`config.mk`:
```
export PLATFORM = sky130hd
export DESIGN_NAME = bcd_scan_counter
export DESIGN_NICKNAME = d
export VERILOG_FILES = /design/src/rtl/bcd_scan_pkg.sv /design/src/rtl/bcd_digit.sv /design/src/rtl/bcd_scan_counter.sv
export SDC_FILE = /design/constraint.sdc
export NUM_CORES = 1
export LEC_CHECK = 0
export CAP_MARGIN = 20
export CORE_ASPECT_RATIO = 0.9
export CORE_MARGIN = 2
export CORE_UTILIZATION = 40
export DETAILED_ROUTE_END_ITERATION = 10
export GPL_TIMING_DRIVEN = 0
export PLACE_DENSITY = 0.59
export SLEW_MARGIN = 0
export SYNTH_ARGS = -nofsm -noshare
export SYNTH_HDL_FRONTEND = slang
export SYNTH_SLANG_ARGS = --single-unit
export TNS_END_PERCENT = 20
```
`constraint.sdc`:
```
create_clock -name clk -period 4.2 [get_ports clk]
set_clock_uncertainty 0.1 [all_clocks]
set_input_delay 0.84 -clock clk [delete_from_list [all_inputs] [get_ports clk]]
set_output_delay 0.84 -clock clk [all_outputs]
set_load 0.05 [all_outputs]
```
`src/rtl/bcd_scan_pkg.sv`:
```
// Shared constants and digit type for the four-decade BCD scan counter.
package bcd_scan_pkg;

  localparam int         NUM_DIGITS = 4;
  localparam logic [3:0] BCD_MAX    = 4'd9;
  localparam logic [3:0] BLANK_CODE = 4'hF;

  typedef logic [3:0] bcd_digit_t;

  // Non-decimal nibbles are forced to zero so a decade can never leave 0..9.
  function automatic bcd_digit_t bcd_sanitize(input bcd_digit_t d);
    return (d > BCD_MAX) ? 4'd0 : d;
  endfunction

endpackage

```
`src/rtl/bcd_digit.sv`:
```
// One BCD decade: synchronous load, up/down step on carry-in, carry-out on wrap.
module bcd_digit
  import bcd_scan_pkg::*;
(
  input  logic       clk,
  input  logic       rst,
  input  logic       load,
  input  bcd_digit_t load_val,
  input  logic       up_dn,
  input  logic       cin,
  output bcd_digit_t digit,
  output logic       cout
);

  bcd_digit_t digit_q, digit_d;

  always_comb begin
    digit_d = digit_q;
    cout    = 1'b0;
    if (load) begin
      digit_d = bcd_sanitize(load_val);
    end else if (cin) begin
      if (up_dn) begin
        if (digit_q >= BCD_MAX) begin
          digit_d = 4'd0;
          cout    = 1'b1;
        end else begin
          digit_d = digit_q + 4'd1;
        end
      end else begin
        if (digit_q == 4'd0) begin
          digit_d = BCD_MAX;
          cout    = 1'b1;
        end else begin
          digit_d = digit_q - 4'd1;
        end
      end
    end
  end

  always_ff @(posedge clk or posedge rst) begin
    if (rst) digit_q <= 4'd0;
    else     digit_q <= digit_d;
  end

  assign digit = digit_q;

endmodule

```
`src/rtl/bcd_scan_counter.sv`:
```
// Four-digit BCD up/down counter with prescaled tick and multiplexed digit scan.
// Define BCD_SCAN_BLANK_EN to blank leading zero digits (bcd driven to BLANK_CODE).
module bcd_scan_counter
  import bcd_scan_pkg::*;
#(
  parameter int PRESCALE = 50000,
  parameter int SCAN_DIV = 1000
) (
  input  logic        clk,
  input  logic        rst,
  input  logic        en,
  input  logic        up_dn,
  input  logic        load,
  input  logic [15:0] load_val,
  output logic [15:0] count,
  output logic        carry,
  output logic [3:0]  bcd,
  output logic [3:0]  dig_sel
);

  localparam int PW = (PRESCALE > 1) ? $clog2(PRESCALE) : 1;
  localparam int SW = (SCAN_DIV > 1) ? $clog2(SCAN_DIV) : 1;
  localparam logic [PW-1:0] PRESCALE_LAST = PW'(PRESCALE - 1);
  localparam logic [SW-1:0] SCAN_LAST     = SW'(SCAN_DIV - 1);

  logic [PW-1:0]         presc_q, presc_d;
  logic [SW-1:0]         scan_q, scan_d;
  logic [1:0]            idx_q, idx_d;
  logic                  carry_q, carry_d;
  logic                  tick;
  logic [NUM_DIGITS:0]   chain;

  always_comb begin
    presc_d = presc_q;
    tick    = en && (presc_q == PRESCALE_LAST);
    if (load) begin
      presc_d = '0;
    end else if (en) begin
      presc_d = (presc_q == PRESCALE_LAST) ? '0 : presc_q + PW'(1);
    end
  end

  // Load suppresses the tick so a coincident load never also steps the count.
  assign chain[0] = tick & ~load;

  for (genvar g = 0; g < NUM_DIGITS; g++) begin : g_digit
    bcd_digit u_digit (
      .clk      (clk),
      .rst      (rst),
      .load     (load),
      .load_val (load_val[4*g +: 4]),
      .up_dn    (up_dn),
      .cin      (chain[g]),
      .digit    (count[4*g +: 4]),
      .cout     (chain[g+1])
    );
  end

  assign carry_d = ~load & chain[NUM_DIGITS];

  always_comb begin
    scan_d = scan_q + SW'(1);
    idx_d  = idx_q;
    if (scan_q == SCAN_LAST) begin
      scan_d = '0;
      idx_d  = idx_q + 2'd1;
    end
  end

  always_ff @(posedge clk or posedge rst) begin
    if (rst) begin
      presc_q <= '0;
      scan_q  <= '0;
      idx_q   <= 2'd0;
      carry_q <= 1'b0;
    end else begin
      presc_q <= presc_d;
      scan_q  <= scan_d;
      idx_q   <= idx_d;
      carry_q <= carry_d;
    end
  end

  assign carry   = carry_q;
  assign dig_sel = ~(4'b0001 << idx_q);

  always_comb begin
    bcd = count[{idx_q, 2'b00} +: 4];
`ifdef BCD_SCAN_BLANK_EN
    // Blank when this digit and everything above it is zero; units always shown.
    if ((idx_q != 2'd0) && ((count >> {idx_q, 2'b00}) == 16'h0000)) begin
      bcd = BLANK_CODE;
    end
`endif
  end

endmodule
```
# Word level (Yosys, flattened, before mapping)
# Cells that the tools add are included.
# word_totals
out_inout_bits	25
ff_bits	45
in_bits	21
# op_classes
n_addsub	11
shifts	2
muxes	48
n_lt_le_gt_ge	8
n_eq_ne	2
reduce_logical	10
n_bitwise	4
# op_table
cell	count
2-to-1 mux 4 bit	24
2-to-1 mux 16 bit	3
2-to-1 mux 1 bit	20
adder 16 x 1 -> 16 bit, second input constant	1
adder 4 x 1 -> 4 bit, second input constant	4
== test 16 bit, second input constant	1
>= comparator 4 bit, second input constant	4
> comparator 4 bit, second input constant	4
zero test 4 bit	4
indexed part select 16 x 5 -> 4 bit	1
subtractor 4 x 1 -> 4 bit, second input constant	4
adder 10 x 1 -> 10 bit, second input constant	1
== test 10 bit, second input constant	1
2-to-1 mux 10 bit	1
nonzero test 2 bit	5
inverter 4 bit	1
<< shifter 1 x 2 -> 4 bit, first input constant	1
adder 2 x 1 -> 2 bit, second input constant	1
AND 1 bit	2
logical AND 1 bit	1
inverter 1 bit	1

# Longest topological paths before layout
# logic_depth
word_depth	12
mapped_depth	7
ltp_nobuf	7

# Cells and area by module
# From an unflattened synthesis, not the netlist that was laid out.
# unflattened
hier_cells	386
area_unflattened_um2	3383.2
# modules_own_cells
module	seq_area_each_um2	cells_each	instances	area_per_inst_um2
bcd_digit	100.1	56	4	434.2
bcd_scan_counter	725.7	162	1	1646.6

# Worst setup path after synthesis
# No wires, ideal clock.
# synth_timing
path_type	register to output
start	reg g_digit[1].u_digit.digit_q[3]
end	out bcd[3]
path_stages_with_launch	3
arrival_ns	1.574
required_time_ns	3.260
slack_ns	1.686
path_buffers	1
cell_sequence	dfrtp_1 clkbuf_1 mux4_1
# synth_between
elab_chain_cells	1
# synth_rtl
element	line	source
start: declaration	bcd_digit.sv:15	bcd_digit_t digit_q, digit_d;
start signal: assignment	bcd_digit.sv:43	else digit_q <= digit_d;
indexed part select 16 x 5 -> 4 bit	bcd_scan_counter.sv:88	bcd = count[{idx_q, 2'b00} +: 4];
end: declaration	bcd_scan_counter.sv:17	output logic [3:0] bcd,
# No other way between the ends.

# Worst setup path after layout
# layout_timing
start	reg idx_q[0]
end	out bcd[3]
# layout_between
elab_chain_cells	1
# layout_rtl
element	line	source
start: declaration	bcd_scan_counter.sv:28	logic [1:0] idx_q, idx_d;
start signal: assignment	bcd_scan_counter.sv:79	idx_q <= idx_d;
indexed part select 16 x 5 -> 4 bit	bcd_scan_counter.sv:88	
# No other way between the ends.

==> summary.md <==
| Metric | Value |
|---|---|
| Run status | finished clean |
| Origin of the worst min-delay path | scan_q[9] |
| Post-synthesis area per instance | 8.93 µm² |
| CTS resizes | 0 |
| Overall die width | 100 µm |
| Total number of cells along the worst setup path | 3 |
| Number of buffers inserted to repair setup after CTS | 0 |
| Number of library cell types mapped by synthesis | 75 |
| CTS Hold Buffers Added | 0 |
| Placed cell count | 515 |
| P_leak | 0.00168 µW |
| Highest attainable clock frequency | 0.304 GHz |
| TritonCTS clock tree | yes |
| Area enclosed by the die boundary | 0.00905 mm² |
| Cell-internal power | 760 µW |
| Max Fanout on Critical Path | 5 |
| Logic gate share of total power | 28.1% |
| Reg clk slew, reported paths | 100 ps |
| Initial antenna violation count | 0 |
| Post-route worst setup slack | 906 ps |
| Fraction of the yosys area taken by sequential cells | 33.9% |
| Worst slack at placement | 1210 ps |
| Post-synth ARST share | 100% |
| Slew Viols, Final | 0 |
| Remaining routing DRC violations | 0 |
| Top FF cell, synth | sky130_fd_sc_hd__dfrtp_1 |
| DR WL met3 | 402 µm |
| Cell with the largest stage delay on the worst path | sky130_fd_sc_hd__clkdlybuf4s50_1 |
| DR top layer | met4 |
| Critical register-to-register path endpoint | g_digit[2].u_digit.digit[3] |
| Footprint of the multi-input gates | 0.00203 mm² |
| Origin of the critical flop-to-flop path | g_digit[0].u_digit.digit[0] |
| Post-Syn Nets | 413 |
| Max-Slew Margin vs Limit | 58.7% |
| Setup total negative slack | 0 ps |
| Count of buffering cells on the critical path with inverters included | 2 |
| Part of the power in registers | 41.4% |
| Non-Filler Instances | 523 |
| Power, Total | 1150 µW |
| Antenna violation net count after detailed routing | 0 |
| Vias in the first global route | 2654 |
| Depth of the worst hold-timing path | 1 |
| Count of H-tree levels built during CTS | 2 |
| CP peak stage delay | 720 ps |
| Final WL | 7890 µm |
| Ports placed on the boundary | 46 |
| Cell chosen for the clock root | sky130_fd_sc_hd__clkbuf_8 |
| Worst hold path type | register to register |
| Post-synthesis cell count | 372 |
| Wire length of the first global-routing pass | 13400 µm |
| Layout filler cell count | 759 |
| Vias | 2881 |
| Routability cong. | 0.864 |
| Number of CTS-inserted buffers | 5 |
| Worst endpoint data arrival time | 2350 ps |
| Port buffer count | 43 |
| Worst-case clock buffer depth | 2 |
| CORE AREA | 0.00807 mm² |
| Post-route met1 wirelength | 4100 µm |
| Required time at the worst-slack endpoint | 3260 ps |
| Power per Cell Area | 287 mW/mm² |
| Peak supply drop | 0.128 mV |
| Drt pass-1 iters | 4 |
| Vert. Die Dim | 90.5 µm |
| Number of setup violations in the final report | 0 |
| Post-DR wirelength/cell | 15.1 µm |
| Number of placement rows | 31 |
| Clock latency reported for the late side of the worst-skew pair | 310 ps |
| Area delta synth->final | 20.8% |
| Switching power summed over all nets | 393 µW |
| Maximum number of pins on one net before global-route repair | 40 |
| Synthesis-stage register bit count | 45 |
| Post-Route Hold Slack | 385 ps |
| GRT Total Usage | 18.2% |
| Path type of the worst setup path | register to output port |
| Number of failing hold endpoints at the final stage | 0 |
| Worst path cell trace | clkbuf_1, mux4_1, clkdlybuf4s50_1 |
| Half-perimeter wire length after placement | 5740 µm |
| Vias per cell | 5.51 |
| Net switching fraction of the power | 34.1% |
| Number of enable flip-flop cells after synthesis | 0 |
| Count of warnings emitted by yosys | 0 |
| Type of origin of the critical path | register |
| Worst reg-to-reg setup slack | 1690 ps |
| Leftover overflow at the end of global routing | 0 |
| Mapped Area | 0.00332 mm² |
| Share of cells above drive strength 1 | 7.78% |
| Number of antenna repair diodes | 0 |
| Element type at the critical path end | output port |
| Met2 wirelength from detailed routing | 3330 µm |
| Post-route minimum period | 3290 ps |
| Count of nets after finishing | 464 |
| Period utilisation layout | 78.4% |
| Slew at the pin closest to its max-slew limit | 613 ps |
| Setup repair after global routing missed its margin | false |
| Kind of cell adding the most delay to the critical path | buffers and inverters |
| Starting utilization of the core area | 41.2% |
| DR iter-0 viols | 145 |
| Number of cell instances on the worst register-to-register path | 7 |
| Num Clock Sinks | 45 |
| Proportion of power drawn by the clock network | 30.5% |
| Seq. cell area | 0.00113 mm² |
| Number of max-cap violations | 0 |
| Endpoint of the worst hold-timing path | scan_q[9] |
worst register-to-register path, delay by kind of cell, from the launching register on:
family	cells	cell delay, ps
fa+ha+maj	1	200
mux	1	300
flops	1	520
compound gates	1	200
buf+inv	1	150
simple gates	3	930
final cells by class:
class | instances | share of cell area, %
inverters | 23 | 2.15
flip-flops and latches | 45 | 28.1
multi-input cells | 287 | 50.6
repair buffers | 44 | 11.2
clock buffers | 5 | 1.71
clock inverters | 3 | 1.22
plain buffers | 17 | 1.93
well taps | 99 | 3.09
cell families after synthesis:
kind of cell / Yosys count / synth area share [%]
AND/OR/NAND/NOR: 144 / 24.4
XOR/XNOR: 22 / 5.80
multiplexers: 10 / 4.78
adder cells (fa/ha/maj): 20 / 7.53
AO/OA/AOI/OAI: 91 / 18.7
buffers and inverters: 40 / 4.93
flip-flops: 45 / 33.9
cells in the mapped netlist (3+ instances only):
cell type                  number  area (µm²)
sky130_fd_sc_hd__xor2_1        12         105
sky130_fd_sc_hd__o211a_1        3        30.0
sky130_fd_sc_hd__nor3_1         8        40.0
sky130_fd_sc_hd__o22ai_1        8        50.1
sky130_fd_sc_hd__inv_1         22        82.6
sky130_fd_sc_hd__mux4_2         3        67.6
sky130_fd_sc_hd__nor2b_1        3        18.8
sky130_fd_sc_hd__nor3b_1        4        30.0
sky130_fd_sc_hd__dfrtp_1       45        1130
sky130_fd_sc_hd__o31a_1         3        26.3
sky130_fd_sc_hd__nand2_1       26        97.6
sky130_fd_sc_hd__xnor2_1       10        87.6
sky130_fd_sc_hd__nand2b_1       6        37.5
sky130_fd_sc_hd__a211oi_1       4        30.0
sky130_fd_sc_hd__mux2i_1        5        50.1
sky130_fd_sc_hd__clkbuf_1      11        41.3
sky130_fd_sc_hd__o21a_1         3        22.5
sky130_fd_sc_hd__nor2_1        44         165
sky130_fd_sc_hd__a31oi_1        4        25.0
sky130_fd_sc_hd__ha_1          20         250
sky130_fd_sc_hd__nand3_1       24         120
sky130_fd_sc_hd__o211ai_1       3        22.5
sky130_fd_sc_hd__and3_1         3        18.8
sky130_fd_sc_hd__a21oi_1       14        70.1
sky130_fd_sc_hd__o21ai_1        4        20.0
sky130_fd_sc_hd__o21ai_0       21         105
sequential cells by signal (all words and copies together), names as in the netlist:
register               count
g_digit.u_digit.digit     16
presc_q                   16
scan_q                    10
idx_q                      2
carry                      1
layer usage:
metal / up-vias / global-route usage [%]
met2: 79 / 26.2
met5: - / 0
li1: 1459 / -
met4: 0 / 3.65
met3: 7 / 3.10
met1: 1336 / 28.4
stage by stage:
| stage | utilization, % | area [µm²] |
|---|---|---|
| 6_report | 49.8 | 4010 |
| 5_1_grt | 49.8 | 4010 |
| 4_1_cts | 49.8 | 4010 |
| 3_5_place_dp | 48.3 | 3900 |
| 3_3_place_gp | 48.0 | 3880 |
| 2_1_floorplan | - | 3320 |
power by group through the flow:
stage / sequential [µW] / combinational, µW / clock, µW
final: 477 / 324 / 352
after detailed placement: 486 / 323 / 0
after global routing: 481 / 352 / 376
after floorplan: 524 / 181 / 0
after global placement: 485 / 319 / 0
after CTS: 477 / 324 / 362
cell usage in the layout, fill, tap and decap left out, types with 4 or more instances in the layout:
master / n
sky130_fd_sc_hd__dfrtp_1: 45
sky130_fd_sc_hd__nor2_1: 44
sky130_fd_sc_hd__clkdlybuf4s50_1: 43
sky130_fd_sc_hd__nand2_1: 26
sky130_fd_sc_hd__nand3_1: 24
sky130_fd_sc_hd__inv_1: 21
sky130_fd_sc_hd__o21ai_0: 21
sky130_fd_sc_hd__ha_1: 20
sky130_fd_sc_hd__a21oi_1: 14
sky130_fd_sc_hd__xor2_1: 12
sky130_fd_sc_hd__clkbuf_1: 11
sky130_fd_sc_hd__xnor2_1: 10
sky130_fd_sc_hd__nor3_1: 8
sky130_fd_sc_hd__o22ai_1: 8
sky130_fd_sc_hd__nand2b_1: 6
sky130_fd_sc_hd__mux2i_1: 5
sky130_fd_sc_hd__clkbuf_8: 5
sky130_fd_sc_hd__nor3b_1: 4
sky130_fd_sc_hd__a211oi_1: 4
sky130_fd_sc_hd__a31oi_1: 4
sky130_fd_sc_hd__o21ai_1: 4
how the worst max path moves through the flow:
stage	to	from	slack [ps]
3_3_place_gp	g_digit[2].u_digit.digit[0]	rst	1180
2_1_floorplan	bcd[3]	g_digit[1].u_digit.digit[3]	1690
6_report	bcd[3]	idx_q[0]	910
4_1_cts	bcd[3]	idx_q[0]	850
3_5_place_dp	bcd[3]	idx_q[0]	1210
5_1_grt	bcd[3]	idx_q[0]	820
Power figures use the tool's default switching activity.
==> edit (config.mk and constraints unchanged) <==
The output `carry` loses its register stage (`carry_q` becomes a continuous assignment).
--- a/src/rtl/bcd_scan_counter.sv
+++ b/src/rtl/bcd_scan_counter.sv
@@ -74,3 +74,2 @@
       idx_q   <= 2'd0;
-      carry_q <= 1'b0;
     end else begin
@@ -79,5 +78,6 @@
       idx_q   <= idx_d;
-      carry_q <= carry_d;
     end
   end
+
+  assign carry_q = carry_d;
 
Check against the original RTL: no difference found for any inputs over 10 cycles, from zero or initial values and one cycle with rst high; that may be too few to reach the edited logic, so the function may still have changed.
==> edit against the original RTL <==
Total power shrank 10%. Sequential cell count fell by 1. Cell area is 3.7% lower. Largest power group unchanged. Register-to-register slack lost 0.42 ns. Area after synthesis shrank 3.2%. Worst setup slack worse by 0.60 ns. Maximum frequency decreased by 15%. Routed wire length is 1.9% higher. First-iteration DRC count increased by 21%.
==> edit: results (changes against the original RTL) <==
metric,value,unit,change
holdWs,0.362,ns,was 0.385 ns
port_buffers,42,,was 43
gp_congestion,0.903,,was 0.864
synthToLayoutAreaGrowth,20.1,%,was 20.8%
clk_latency,0.30,ns,
clock_path_buffers,2,,unchanged
worst_pin_slew,0.918,ns,was 0.613 ns
antenna_found_initial,0,,unchanged
placed_cell_area,3790,um^2,was 3900 um^2
fin_cells,522,,was 523
p_leak,1.52,nW,was 1.68 nW
root_buffer,clkbuf_8,,unchanged
peakVddDrop,0.133,mV,was 0.128 mV
hold_path.class,reg -> reg,,unchanged
h-tree-depth,2,,unchanged
yosys_warnings,0,,unchanged
routedWlPerCell,15.4,um,was 15.1 um
cp_max_fo,7,,was 5
drt-pass1-iter-count,5,,was 4
seq_area_frac_synth,34.2,%,was 33.9%
fin_ws,0.303,ns,was 0.906 ns
grt_pass1_wl,13400,um,about the same
preCtsSetupSlack,-0.203,ns,was 1.21 ns
first_iter_violations,175,,was 145
nets,464,,unchanged
grt_pass1_vias,2795,,was 2654
clk_pin_slew,0.08,ns,was 0.10 ns
antenna_cells,0,,unchanged
r2r_slack,1.27,ns,was 1.69 ns
async_flop_share,100,%,unchanged
status,"complete, no violations",,unchanged
syn_nets,414,,was 413
cts_setup_buffers,0,,unchanged
drive_above_1_share,6.38,%,was 7.78%
dpl.hpwl,5810,um,was 5740 um
grt_use_total,18.8,%,was 18.2%
synth_area_per_cell,8.62,um^2,was 8.93 um^2
via_per_inst,5.61,,was 5.51
cts-buffers-inserted,5,,unchanged
grt_max_degree,37,,was 40
cp.arrival,2.96,ns,was 2.35 ns
fillers,777,,was 759
synth_commonest_cells,"44 x dfrtp_1, 41 x nor2_1, 27 x nand2_1, 25 x inv_1",,"was 45 x dfrtp_1, 44 x nor2_1, 26 x nand2_1, 24 x nand3_1, 22 x inv_1"
ys_types,56,,was 75
synthTopCellsByArea,"dfrtp_1 34%, ha_1 7.8%, nor2_1 4.8%",,"was dfrtp_1 34%, ha_1 7.5%, nor2_1 5.0%"
[edit: changes by cell type after synthesis, sizes merged, moves of 4 or more]
cell / before / now
clkbuf: 11 / 20
a31oi: 4 / 10
o21ai: 25 / 19
a21oi: 14 / 19
nand3: 24 / 19
nor3: 10 / 5
buf: 6 / 2
mux2i: 5 / 9
nand4: 3 / 7
nor2: 45 / 41
[edit: path summary, 6_finish.rpt]
check / cells after the start / from / end
setup / recovery: 6 / presc_q[11]$_DFFE_PP0P_ / carry
hold / removal: 1 / scan_q[0]$_DFF_PP0_ / scan_q[0]$_DFF_PP0_
max in group asynchronous: 3 / rst / scan_q[0]$_DFF_PP0_
hold reg to reg: 1 / scan_q[0]$_DFF_PP0_ / scan_q[0]$_DFF_PP0_
setup reg to reg: 6 / presc_q[11]$_DFFE_PP0P_ / g_digit[3].u_digit.digit[1]$_DFFE_PP0P_
min in group asynchronous: 2 / rst / presc_q[12]$_DFFE_PP0P_
[edit: layout make-up]
type / count / share of cell area, %
buffer: 22 / 2.20
clock inverter: 2 / 0.324
timing repair buffer: 43 / 11.3
sequential: 44 / 28.5
inverter: 25 / 2.43
clock buffer: 5 / 1.78
tap: 99 / 3.21
multi-input combinational: 282 / 50.3
[edit: report_power, final]
part           internal [mW]  total [mW]  leakage (nW)  switching, mW
sequential             0.438       0.462         0.582         0.0236
clock                  0.113       0.267        0.0400          0.154
combinational          0.118       0.306         0.900          0.189
total                  0.669        1.03          1.52          0.366
[edit: repair_timing]
action / CTS / global route
endpoints found under the setup margin: 1 / 1
resized for setup: 1 / 3
hold buffers: 0 / 0
[edit: cell families after synthesis]
logic type / Yosys count / share of synthesized area (%)
compound gates: 84 / 16.8
xor+xnor: 22 / 5.99
fa+ha+maj: 20 / 7.78
buf+inv: 47 / 5.56
flops: 44 / 34.2
mux: 15 / 6.30
simple gates: 141 / 23.4
[edit: routing by layer]
layer	track usage, %	wire length [um]	up-vias
met5	0	0	-
met4	5.85	92	0
met3	3.21	402	9
met2	31.5	3780	88
met1	25.4	3760	1396
li1	-	-	1436
[edit: critical path, stage by stage (launching register included)]
cell and delay, ns:
dfrtp_1 0.43, or4b_1 0.55, or4_1 0.56, or3_1 0.38
buf_2 0.18, nor4_2 0.25, clkbuf_2 0.32
